`config.mk`:
```
export PLATFORM = sky130hd
export DESIGN_NAME = ram16k_arbiter
export DESIGN_NICKNAME = d
export VERILOG_FILES = /design/src/rtl/ram16k_arb_pkg.sv /design/src/rtl/ram16k_arbiter_rr.sv /design/src/rtl/ram16k_arbiter.sv
export SDC_FILE = /design/constraint.sdc
export NUM_CORES = 1
export LEC_CHECK = 0
export BUFFER_PORTS_ARGS = -buffer_cell sky130_fd_sc_hd__buf_2
export CELL_PAD_IN_SITES_DETAIL_PLACEMENT = 1
export CELL_PAD_IN_SITES_GLOBAL_PLACEMENT = 1
export CORE_ASPECT_RATIO = 1.5
export CORE_MARGIN = 2
export CORE_UTILIZATION = 34
export DETAILED_ROUTE_END_ITERATION = 12
export PLACE_DENSITY = 0.92
export SKIP_LAST_GASP = 1
export SLEW_MARGIN = 0
export SYNTH_ARGS = -nofsm -noshare
export SYNTH_HDL_FRONTEND = slang
export SYNTH_HIERARCHICAL = 1
export SYNTH_SLANG_ARGS = --single-unit
```
`constraint.sdc`:
```
create_clock -name clk -period 3 [get_ports clk]
set_input_delay 0.45 -clock clk [delete_from_list [all_inputs] [get_ports clk]]
set_output_delay 0.45 -clock clk [all_outputs]
set_load 0.005 [all_outputs]
```
`src/rtl/ram16k_arb_pkg.sv`:
```
// Shared definitions for the two-port RAM16K arbiter.
// Holds the FSM state encoding, default widths and port identifiers.
package ram16k_arb_pkg;

   localparam int ADDR_W_DEF = 14;
   localparam int DATA_W_DEF = 16;

   localparam logic PORT0 = 1'b0;
   localparam logic PORT1 = 1'b1;

   typedef enum logic [1:0] {
      IDLE   = 2'd0,
      ACCESS = 2'd1,
      RESP   = 2'd2
   } state_t;

endpackage

```
`src/rtl/ram16k_arbiter_rr.sv`:
```
// Combinational 2-way round-robin pick.
// On a tie the port that did not win last time is granted.
module rr_arb2
   import ram16k_arb_pkg::*;
(
   input  logic req0,
   input  logic req1,
   input  logic last,
   output logic gnt_valid,
   output logic gnt_id
);

   always_comb begin
      gnt_valid = req0 | req1;
      gnt_id    = PORT0;
      if (req0 && req1) begin
         gnt_id = ~last;
      end else if (req1) begin
         gnt_id = PORT1;
      end
   end

endmodule

```
`src/rtl/ram16k_arbiter.sv`:
```
// Shares one RAM16K (sync write, async read) between two req/ack requesters.
// Each transaction takes IDLE -> ACCESS -> RESP, one cycle per state.
module ram16k_arbiter
   import ram16k_arb_pkg::*;
#(
   parameter int ADDR_W = ADDR_W_DEF,
   parameter int DATA_W = DATA_W_DEF
) (
   input  logic              clk,
   input  logic              reset,
   input  logic              req0,
   input  logic              we0,
   input  logic [ADDR_W-1:0] addr0,
   input  logic [DATA_W-1:0] wdata0,
   input  logic              req1,
   input  logic              we1,
   input  logic [ADDR_W-1:0] addr1,
   input  logic [DATA_W-1:0] wdata1,
   output logic              ack0,
   output logic              ack1,
   output logic [DATA_W-1:0] rdata0,
   output logic [DATA_W-1:0] rdata1,
   output logic              busy,
   output logic [DATA_W-1:0] ram_in,
   output logic [ADDR_W-1:0] ram_address,
   output logic              ram_load,
   input  logic [DATA_W-1:0] ram_out
);

   state_t              state;
   state_t              state_nxt;
   logic                latch;
   logic                last;
   logic                gnt_valid;
   logic                gnt_id;

   logic                lat_id;
   logic                lat_we;
   logic [ADDR_W-1:0]   lat_addr;
   logic [DATA_W-1:0]   lat_wdata;

   rr_arb2 u_rr_arb2 (
      .req0      (req0),
      .req1      (req1),
      .last      (last),
      .gnt_valid (gnt_valid),
      .gnt_id    (gnt_id)
   );

   always_ff @(posedge clk) begin
      if (reset) begin
         state <= IDLE;
      end else begin
         state <= state_nxt;
      end
   end

   always_comb begin
      state_nxt = state;
      latch     = 1'b0;
      unique case (state)
         IDLE: begin
            if (gnt_valid) begin
               latch     = 1'b1;
               state_nxt = ACCESS;
            end
         end
         ACCESS:  state_nxt = RESP;
         RESP:    state_nxt = IDLE;
         default: state_nxt = IDLE;
      endcase
   end

   // Outputs decode from the registered state and the latched command.
   always_comb begin
      busy     = (state == ACCESS) || (state == RESP);
      ack0     = (state == RESP) && (lat_id == PORT0);
      ack1     = (state == RESP) && (lat_id == PORT1);
      ram_load = (state == ACCESS) && lat_we && !reset;
   end

   assign ram_address = lat_addr;
   assign ram_in      = lat_wdata;

   // Command latch: the winner's inputs are frozen here, so later
   // changes on the requester side cannot disturb the access.
   always_ff @(posedge clk) begin
      if (reset) begin
         last      <= PORT1;
         lat_id    <= PORT0;
         lat_we    <= 1'b0;
         lat_addr  <= '0;
         lat_wdata <= '0;
      end else if (latch) begin
         last   <= gnt_id;
         lat_id <= gnt_id;
         if (gnt_id == PORT1) begin
            lat_we    <= we1;
            lat_addr  <= addr1;
            lat_wdata <= wdata1;
         end else begin
            lat_we    <= we0;
            lat_addr  <= addr0;
            lat_wdata <= wdata0;
         end
      end
   end

   // Read capture at the end of ACCESS; writes leave rdata untouched.
   always_ff @(posedge clk) begin
      if (reset) begin
         rdata0 <= '0;
         rdata1 <= '0;
      end else if ((state == ACCESS) && !lat_we) begin
         if (lat_id == PORT1) begin
            rdata1 <= ram_out;
         end else begin
            rdata0 <= ram_out;
         end
      end
   end

endmodule

```
==> results.md, run 1 <==
* Most frequent cells in the layout: 147 x buf_2, 68 x nand2_1, 67 x dfxtp_1
* First-pass GRT wire length at 12940 µm
* N_diodes at 0
* Worst r2r src: state[0]
* Cell accounting for the most synthesized area: dfxtp_1
* Final setup viols at 0
* Endpoints failing hold at 0
* Sw Share at 26.40%
* Area contributors post-synth: dfxtp_1 48%, mux2i_1 12%, nand2_1 9.2%
* Max Fanout on Critical Path at 32
* Io pins at 148
* Core area at 0.007958 mm²
* Synth Register Bits at 67
* Post-CTS Resized at 0
* VDD IR max at 0.0003563 V
* Initial antenna violation count at 0
* Die Ht at 114.5 µm
* Switch Pwr at 0.0006675 W
* Site row count at 40
* Reg2reg setup slack at 1.21 ns
* Crit Reg-Reg Endpoint: ram_in[6]
* Multi-input logic area at 0.001285 mm²
* Storage element area at 0.001341 mm²
* Logic pwr share at 18.3%
* Clock power share at 40.6%
* Dpl hpwl at 6083 µm
* Worst skew pair latency at 0.32 ns
* Int Power at 0.001861 W
* Status: completed
* Port Buf Inserts at 147
* Yosys cell types at 23
* Reg2reg path depth at 6
* WS Path Type: flop to flop
* Period utilisation layout at 59.83%
* WL per Instance at 14.39 µm
* Area after DPL at 0.003538 mm²
* Fillers at 1012
* Hold endpoint: rdata1[6]
* Number of nets with antenna violations after routing at 0
* P&R area growth vs syn at 38.29%
* Highest Clock Rate at 557.1 MHz
* Hold Startpoint: ram_out[6]
* Worst hold stages at 3
* Pin count of the biggest net entering global routing at 41
* Leak pwr at 1.811 nW
* Hold slack at 0.3751 ns
* Drt first pass iters at 4
* Post-layout instance area at 0.003827 mm²
* Die X at 77.67 µm
* Post-CTS Setup Bufs at 0
* Crit start category: flop
* Gr usage total at 18.49%
* Pre-CTS WS at 1.157 ns
* Total global routing overflow at 0
* Syn Inst Count at 310
* Setup Skew at 0.002507 ns
* Starting DRT DRC Count at 51
* CTS tree: yes
* RSZ-0062 raised after global routing: no
* H-tree levels at 3
* Slew headroom at 54.69%
* Pwr dens at 660.6 mW/mm²
* Util after Layout at 48.10%
* Mapped Area at 0.002768 mm²
* Via count at 2708
* Post-Syn Nets at 397
* Worst Hold Class: primary input to flop
* Initial Utilization at 34.78%
* CTS buffer count at 9
* Max_cap viols at 0
* CTS max path bufs at 2
* Slew @ Worst Pin at 0.6789 ns
* Clock Tree Root: clkbuf_16
* Crit path time final at 1.795 ns
* Worst Path Required at 3.23 ns
* Setup tns final at 0 ns
* Final Max Slew Viols at 0
* Hold_buf cts at 0
* DRC at 0
* Seq pwr share at 41.1%
* Clock sinks at 67
* WP data arrival at 2.03 ns
* CP Capture Type: flop
* Register area share after synthesis at 48.46%
* Nets at 535
* Top cell type's share of synthesized area at 48.46%
* Clk pin slew, worst setup/hold paths at 0.05 ns
* Number of vias per cell at 4.853
* Yosys warning count at 6
* Final setup margin at 1.205 ns
* RD Place Congestion at 0.7522
* Commonest non-fill, non-tap cell in the layout: buf_2
* Share of post-route cells with drive strength above 1 at 37.31%
* Vias in the first global route at 2835
* Total die area at 0.008893 mm²
* Routed WL at 8028 µm
* Syn_area_per_cell at 8.928 µm²
-- cell families after synthesis --
group	after synthesis	synth area share [%]
AND/OR/NAND/NOR	112	16.95
flip-flops	67	48.46
AO/OA/AOI/OAI	66	14.83
multiplexers	33	11.94
buffers and inverters	27	5.561
adder cells (fa/ha/maj)	5	2.260
-- power groups by stage --
stage | sequential [W] | combinational [W] | clock [W]
2_1_floorplan | 0.00106 | 0.000271 | 0
3_3_place_gp | 0.00105 | 0.000443 | 0
3_5_place_dp | 0.00106 | 0.000470 | 0
4_1_cts | 0.00104 | 0.000473 | 0.00105
5_1_grt | 0.00105 | 0.000522 | 0.00110
6_report | 0.00104 | 0.000463 | 0.00103
-- worst max path at each step --
stage | start | end | slack [ns] | cells past startpoint
floorplan | state[1] | rdata0[5] | 1.52 | 7
global placement | req0 | ram_address[8] | 1.27 | 6
detailed placement | req0 | ram_address[11] | 1.16 | 6
CTS | state[0] | ram_in[1] | 1.17 | 6
global route | state[0] | ram_address[10] | 0.98 | 6
finish | state[0] | ram_in[6] | 1.21 | 6
-- metal layers --
metal	GRT usage, %	share of wire, %	vias up
li1	-	-	1332
met1	18.89	38	1265
met2	34.94	55	98
met3	4.495	5.4	13
met4	8.333	1.8	0
met5	0	0	-
-- worst max-delay path: stages (launching register included) --
cell and delay, ns:
dfxtp_1 0.34, inv_1 0.12, ha_1 0.21, and2_2 0.35, buf_4 0.36, nor2_1 0.07, a211oi_1 0.23
-- cell type report --
class / count / share of cell area [%]
Inverter: 2 / 0.1961
Tap cell: 105 / 3.432
Clock buffer: 14 / 6.636
Multi-Input combinational cell: 216 / 33.57
Timing Repair Buffer: 152 / 20.20
Sequential cell: 67 / 35.04
Clock inverter: 2 / 0.9153
-- synthesized netlist by cell type --
master	instances
nand2_1	68
dfxtp_1	67
a21oi_1	34
nor2_1	34
mux2i_1	33
a211oi_1	31
buf_2	9
clkbuf_1	7
buf_4	5
ha_1	5
buf_6	3
and2_1	2
inv_1	2
a21boi_1	1
and2b_1	1
and3b_1	1
buf_1	1
nand2_2	1
nand2b_1	1
nand3b_2	1
nor3b_4	1
or2_1	1
or3b_1	1
-- registers in the layout, indices dropped and copies added, names as in the netlist --
signal	flops
last	1
lat_id	1
lat_we	1
ram_address	14
ram_in	16
rdata0	16
rdata1	16
state	2
-- through the flow --
step                      std cells  power, W
after floorplan                 310  0.001329
after global placement          542  0.001495
after detailed placement        542  0.001528
after CTS                       558  0.002562
after global routing            558  0.002668
final                           558  0.002528
(Power assumes the default switching activity.)
==> inputs of run 2 (changes only) <==
--- a/config.mk
+++ b/config.mk
@@ -5,14 +5,15 @@
 export SDC_FILE = /design/constraint.sdc
 export NUM_CORES = 1
 export LEC_CHECK = 0
+export ABC_AREA = 1
 export BUFFER_PORTS_ARGS = -buffer_cell sky130_fd_sc_hd__buf_2
 export CELL_PAD_IN_SITES_DETAIL_PLACEMENT = 1
 export CELL_PAD_IN_SITES_GLOBAL_PLACEMENT = 1
 export CORE_ASPECT_RATIO = 1.5
 export CORE_MARGIN = 2
-export CORE_UTILIZATION = 34
+export CORE_UTILIZATION = 31
 export DETAILED_ROUTE_END_ITERATION = 12
-export PLACE_DENSITY = 0.92
+export PLACE_DENSITY = 0.87
 export SKIP_LAST_GASP = 1
 export SLEW_MARGIN = 0
 export SYNTH_ARGS = -nofsm -noshare
==> constraint.sdc (replaced) <==
create_clock -name clk -period 1.8 [get_ports clk]
set_input_delay 0.27 -clock clk [delete_from_list [all_inputs] [get_ports clk]]
set_output_delay 0.27 -clock clk [all_outputs]
set_load 0.005 [all_outputs]
==> results.md, run 2 <==
* Setup Skew at 0.003538 ns (+0.001031 ns)
* WS Path Type: flop to output pin
* Syn_area_per_cell at 6.384 µm² (-28%)
* Commonest non-fill, non-tap cell in the layout: nand2_1
* Worst Path Required at 1.53 ns (-1.70 ns)
* Storage element area at 0.001341 mm² (unchanged)
* Clk pin slew, worst setup/hold paths at 0.05 ns (about the same)
* RSZ-0062 raised after global routing: no
* N_diodes at 0 (unchanged)
* Post-Syn Nets at 594 (+50%)
* Hold endpoint: rdata1[5]
* Share of post-route cells with drive strength above 1 at 26.54% (-11 points)
* Crit Reg-Reg Endpoint: ram_in[4]
* Initial Utilization at 31.94% (-2.8 points)
* Nets at 730 (+36%)
* Port Buf Inserts at 147 (unchanged)
* RD Place Congestion at 0.7388 (-1.8%)
* Worst skew pair latency at 0.32 ns (about the same)
* Worst Hold Class: primary input to flop
* Async SR Flop Fraction at 0% (unchanged)
* Reg2reg path depth at 6 (unchanged)
* WP data arrival at 1.38 ns (-0.65 ns)
* Top cell type's share of synthesized area at 41.44% (-7.0 points)
* Endpoints failing hold at 0 (unchanged)
* Drt first pass iters at 4 (unchanged)
* Hold Startpoint: ram_out[5]
* Slew @ Worst Pin at 0.9105 ns (+0.2316 ns)
* Top FF cell, synth: dfxtp_1
* Crit start category: flop
* Setup tns final at 0 ns (unchanged)
* Util after Layout at 42.88% (-5.2 points)
* Fillers at 1387 (+37%)
* Number of nets with antenna violations after routing at 0 (unchanged)
* Period utilisation layout at 91.65%
* Gr usage total at 16.83% (-1.7 points)
* Dpl hpwl at 7067 µm (+16%)
* Vias in the first global route at 3387 (+19%)
* Die Ht at 129.2 µm (+13%)
* Slew headroom at 39.23% (-15 points)
* Final Max Slew Viols at 0 (unchanged)
* Leak pwr at 2.627 nW (+45%)
* Yosys cell types at 15 (-35%)
* Worst r2r src: last
* Clock Tree Root: clkbuf_16
* Synth top cells by count: 165 x nand2_1, 101 x inv_1, 70 x nor2_1
* Status: completed
* Post-CTS Setup Bufs at 0 (unchanged)
* Via count at 3391 (+25%)
* Highest Clock Rate at 606.2 MHz
* Number of vias per cell at 4.433 (-8.7%)
* Worst hold stages at 3 (unchanged)
* Cell with the most instances after synthesis: nand2_1
* Routed WL at 9219 µm (+15%)
* First-pass GRT wire length at 15100 µm (+17%)
* Post-CTS Resized at 0 (unchanged)
* Syn Inst Count at 507 (+64%)
* Final setup viols at 0 (unchanged)
* Yosys warning count at 6 (unchanged)
* CP Capture Type: output pin
* Area contributors post-synth: dfxtp_1 41%, nand2_1 19%, inv_1 12%
* Most frequent cells in the layout: 165 x nand2_1, 147 x buf_2, 101 x inv_1
* Hold_buf cts at 0 (unchanged)
* Total global routing overflow at 0 (unchanged)
* CTS buffer count at 9 (unchanged)
* WL per Instance at 12.05 µm (-16%)
* Reg2reg setup slack at 0.24 ns (-0.97 ns)
* Crit path time final at 1.650 ns
* CTS max path bufs at 2 (unchanged)
* Pin count of the biggest net entering global routing at 38 (-7.3%)
* Synth Register Bits at 67 (unchanged)
* Site row count at 45 (+13%)
* H-tree levels at 3 (unchanged)
* CTS tree: yes
* Total die area at 0.01129 mm² (+27%)
* P&R area growth vs syn at 34.25%
* Pwr dens at 1140 mW/mm² (+73%)
* Max Fanout on Critical Path at 4 (-88%)
* Max_cap viols at 0 (unchanged)
* EDFF count, synth at 0 (unchanged)
* Core area at 0.01013 mm² (+27%)
* Initial antenna violation count at 0 (unchanged)
* Io pins at 148 (unchanged)
* Clock sinks at 67 (unchanged)
* Cell accounting for the most synthesized area: dfxtp_1
* Register area share after synthesis at 41.44% (-7.0 points)
* VDD IR max at 0.0004984 V (+40%)
* Die X at 87.43 µm (+13%)
* Mapped Area at 0.003237 mm² (+17%)
* DRC at 0 (unchanged)
* Starting DRT DRC Count at 56 (+9.8%)
* Multi-input logic area at 0.001325 mm² (+3.1%)
-- run 2: cell types whose count changed in the layout (fill, tap and decap cells not counted), moves of 3 or more --
cell	before	now
mux2i_1	33	0
bufinv_16	1	4
inv_2	0	3
a21oi_1	34	31
clkbuf_1	4	1
nor2_1	34	70
nand3_1	0	33
nand2_1	68	165
a211oi_1	31	0
inv_1	2	101
-- run 2: final cells by class --
class                   instances  area share, %
clock buffers                  12          5.903
inverters                     104          8.984
repair buffers                151          17.62
well taps                     117          3.369
flip-flops and latches         67          30.87
multi-input cells             310          30.49
clock inverters                 4          2.764
-- run 2: worst max path at each step --
stage | startpoint | end | slack (ns) | depth (start not counted)
2_1_floorplan | state[0] | ram_address[0] | 0.56 | 7
5_1_grt | last | ram_in[1] | 0.005 | 6
3_5_place_dp | req1 | ram_in[15] | 0.19 | 8
6_report | state[1] | ram_load | 0.15 | 5
4_1_cts | state[1] | ram_load | 0.12 | 5
3_3_place_gp | req1 | lat_we | 0.28 | 8
-- run 2: cells by family (layout without fill, tap and decap cells) --
family / Yosys count / in the layout / synth area share [%]
DFF: 67 / 67 / 41.44
and+or+nand+nor: 271 / 271 / 33.63
adders and majority gates: 5 / 5 / 1.933
AOI/OAI and AO/OA: 34 / 34 / 5.257
buffers and inverters: 130 / 271 / 17.74
-- run 2: where the power goes --
group / switching, W / internal (W)
Combinational: 0.000585 / 0.000399
Sequential: 0.000102 / 0.00167
Clock: 0.000627 / 0.00157
-- run 2: worst max-delay path: stages, from the launching register on --
cell	delay [ns]
dfxtp_1	0.32
inv_1	0.14
ha_1	0.31
nand2_1	0.08
nor2_1	0.08
buf_2	0.13
-- run 2: routing by layer --
layer / share of wire [%] / wire length, µm / GRT usage (%)
met1: 42 / 3834 / 19.08
met4: 1.4 / 127 / 5.973
met2: 50 / 4642 / 29.99
met3: 6.7 / 614 / 4.395
met5: 0 / 0 / 0
-- run 2: metrics by stage --
step	setup slack [ns]	total power, W	hold slack (ns)	cell area, µm²	cells
floorplan	0.5552	0.002423	0.4049	3237	507
global placement	0.2833	0.002745	0.4886	3969	749
detailed placement	0.1917	0.002806	0.4980	3969	749
CTS	0.1237	0.005039	0.1792	4345	765
global route	0.004852	0.005265	0.1951	4345	765
finish	0.1504	0.004954	0.1915	4345	765
==> inputs of run 3 (changes only) <==
--- a/config.mk
+++ b/config.mk
@@ -14,6 +14,7 @@
 export CORE_UTILIZATION = 31
 export DETAILED_ROUTE_END_ITERATION = 12
 export PLACE_DENSITY = 0.87
+export REMOVE_ABC_BUFFERS = 1
 export SKIP_LAST_GASP = 1
 export SLEW_MARGIN = 0
 export SYNTH_ARGS = -nofsm -noshare
==> results.md, run 3 (same netlist as run 2, synthesis figures left out) <==
* Status: completed
* Int Power at 0.003077 W (-15%)
* Clock power share at 36.7% (-7.6 points)
* WP data arrival at 1.35 ns (-0.03 ns)
* Io pins at 148 (unchanged)
* RD Place Congestion at 0.7299 (-1.2%)
* CP delay by family, top: flip-flops
* Post-layout instance area at 0.004243 mm² (-2.4%)
* Hold_buf cts at 0 (unchanged)
* Initial Utilization at 31.94% (unchanged)
* H-tree levels at 3 (unchanged)
* Max Fanout on Critical Path at 4 (unchanged)
* Clock Tree Root: clkbuf_16
* N_diodes at 0 (unchanged)
* Worst Hold Class: primary input to flop
* Total die area at 0.01129 mm² (unchanged)
* Final setup viols at 0 (unchanged)
* Area after DPL at 0.003969 mm² (unchanged)
* Pin count of the biggest net entering global routing at 38 (unchanged)
* Clock sinks at 67 (unchanged)
* CP Capture Type: output pin
* Core area at 0.01013 mm² (unchanged)
* WL per Instance at 11.68 µm (-3.1%)
* Clk pin slew, worst setup/hold paths at 0.05 ns (about the same)
* Site row count at 45 (unchanged)
* Setup Skew at 0.004472 ns (+0.0009343 ns)
* P&R area growth vs syn at 31.08%
* Logic pwr share at 22.5% (+2.6 points)
* CTS buffer count at 9 (unchanged)
* Nets at 730 (unchanged)
* Cells along the critical path: inv_1 -> ha_1 -> nand2_1 -> nor2_1 -> buf_2
* Leak pwr at 2.581 nW (-1.8%)
* Hold slack at 0.1945 ns (+0.002920 ns)
* Pwr dens at 1024 mW/mm² (-10%)
* Port Buf Inserts at 147 (unchanged)
* DRC at 0 (unchanged)
* Post-CTS Resized at 0 (unchanged)
* Crit start category: flop
* Storage element area at 0.001341 mm² (unchanged)
* Final Max Slew Viols at 0 (unchanged)
* Number of nets with antenna violations after routing at 0 (unchanged)
* Commonest non-fill, non-tap cell in the layout: nand2_1
* RSZ-0062 raised after global routing: no
* Final setup margin at 0.1811 ns (+0.03073 ns)
* Pre-CTS WS at 0.1805 ns (-0.01122 ns)
* Worst Path Required at 1.53 ns (about the same)
* Slew headroom at 37.54% (-1.7 points)
* Via count at 3411 (+0.59%)
* Slew @ Worst Pin at 0.9358 ns (+0.02533 ns)
* WS Path Type: flop to output pin
* CP bufs+invs at 2 (unchanged)
* Post-CTS Setup Bufs at 0 (unchanged)
* Multi-input logic area at 0.001325 mm² (unchanged)
* Seq pwr share at 40.8% (+5.0 points)
* CTS tree: yes
* First-pass GRT wire length at 14280 µm (-5.4%)
* Highest Clock Rate at 617.7 MHz (+1.9%)
* Drt first pass iters at 4 (unchanged)
* Die X at 87.43 µm (unchanged)
* Most frequent cells in the layout: 165 x nand2_1, 147 x buf_2, 101 x inv_1
* Routed WL at 8932 µm (-3.1%)
* Fillers at 1400 (+0.94%)
* Starting DRT DRC Count at 23 (-59%)
* Crit-path max cell delay at 0.32 ns (about the same)
* VDD IR max at 0.0004180 V (-16%)
* Gr usage total at 15.69% (-1.1 points)
* Die Ht at 129.2 µm (unchanged)
* Max_cap viols at 0 (unchanged)
* Share of post-route cells with drive strength above 1 at 26.23% (-0.31 points)
* Sw Share at 29.18% (+2.7 points)
* Switch Pwr at 0.001267 W (-3.5%)
* Number of vias per cell at 4.459 (+0.59%)
* Slowest cell on the critical path: dfxtp_1
* Total global routing overflow at 0 (unchanged)
* Vias in the first global route at 3341 (-1.4%)
* Setup tns final at 0 ns (unchanged)
* Initial antenna violation count at 0 (unchanged)
* CTS max path bufs at 2 (unchanged)
* Endpoints failing hold at 0 (unchanged)
* Period utilisation layout at 89.94% (-1.7 points)
* Worst skew pair latency at 0.32 ns (about the same)
* Dpl hpwl at 6862 µm (-2.9%)
* Crit path time final at 1.619 ns (-0.03073 ns)
-- run 3: changes by cell type in the layout (fill, tap and decap cells not counted) --
cell	before	now
clkinv_2	0	2
clkbuf_1	1	3
bufinv_16	4	0
-- run 3: worst paths after layout --
check,start,endpoint,slack [ns],depth (start not counted)
setup / recovery,state[1],ram_load,0.18,5
hold / removal,ram_out[12],rdata1[12],0.19,3
setup reg to reg,state[1],ram_address[4],0.22,7
hold reg to reg,lat_we,lat_we,0.50,2
-- run 3: worst register-to-register path, stage by stage, from the launching register on --
cell and delay (ns):
dfxtp_1 0.32, inv_1 0.13, ha_1 0.21, nand2_1 0.10, inv_2 0.41, nand3_1 0.17
nand2_1 0.11, inv_1 0.04
-- run 3: metal layers --
layer	GRT usage, %	share of wire (%)
met4	5.158	1.7
met5	0	0
met3	4.522	5.8
met1	16.07	40
met2	29.81	53
-- run 3: layout make-up --
type                       instances  share of cell area [%]
sequential                        67                   31.61
timing repair buffer             151                   18.05
clock buffer                      14                   6.222
clock inverter                     2                  0.2359
inverter                         104                   9.201
tap                              117                   3.450
multi-input combinational        310                   31.23
-- run 3: power by group through the flow --
stage          sequential, W  combinational [W]  clock (W)
3_5_place_dp         0.00180            0.00100          0
6_report             0.00177           0.000979    0.00159
2_1_floorplan        0.00181           0.000526          0
3_3_place_gp         0.00179           0.000960          0
4_1_cts              0.00177            0.00101    0.00166
5_1_grt              0.00179            0.00114    0.00172
-- run 3: per-stage QoR --
step | power [W] | cells | util, %
floorplan | 0.002336 | 481 | -
global route | 0.004655 | 765 | 41.86
global placement | 0.002752 | 749 | 39.16
finish | 0.004344 | 765 | 41.86
detailed placement | 0.002807 | 749 | 39.16
CTS | 0.004442 | 765 | 41.86
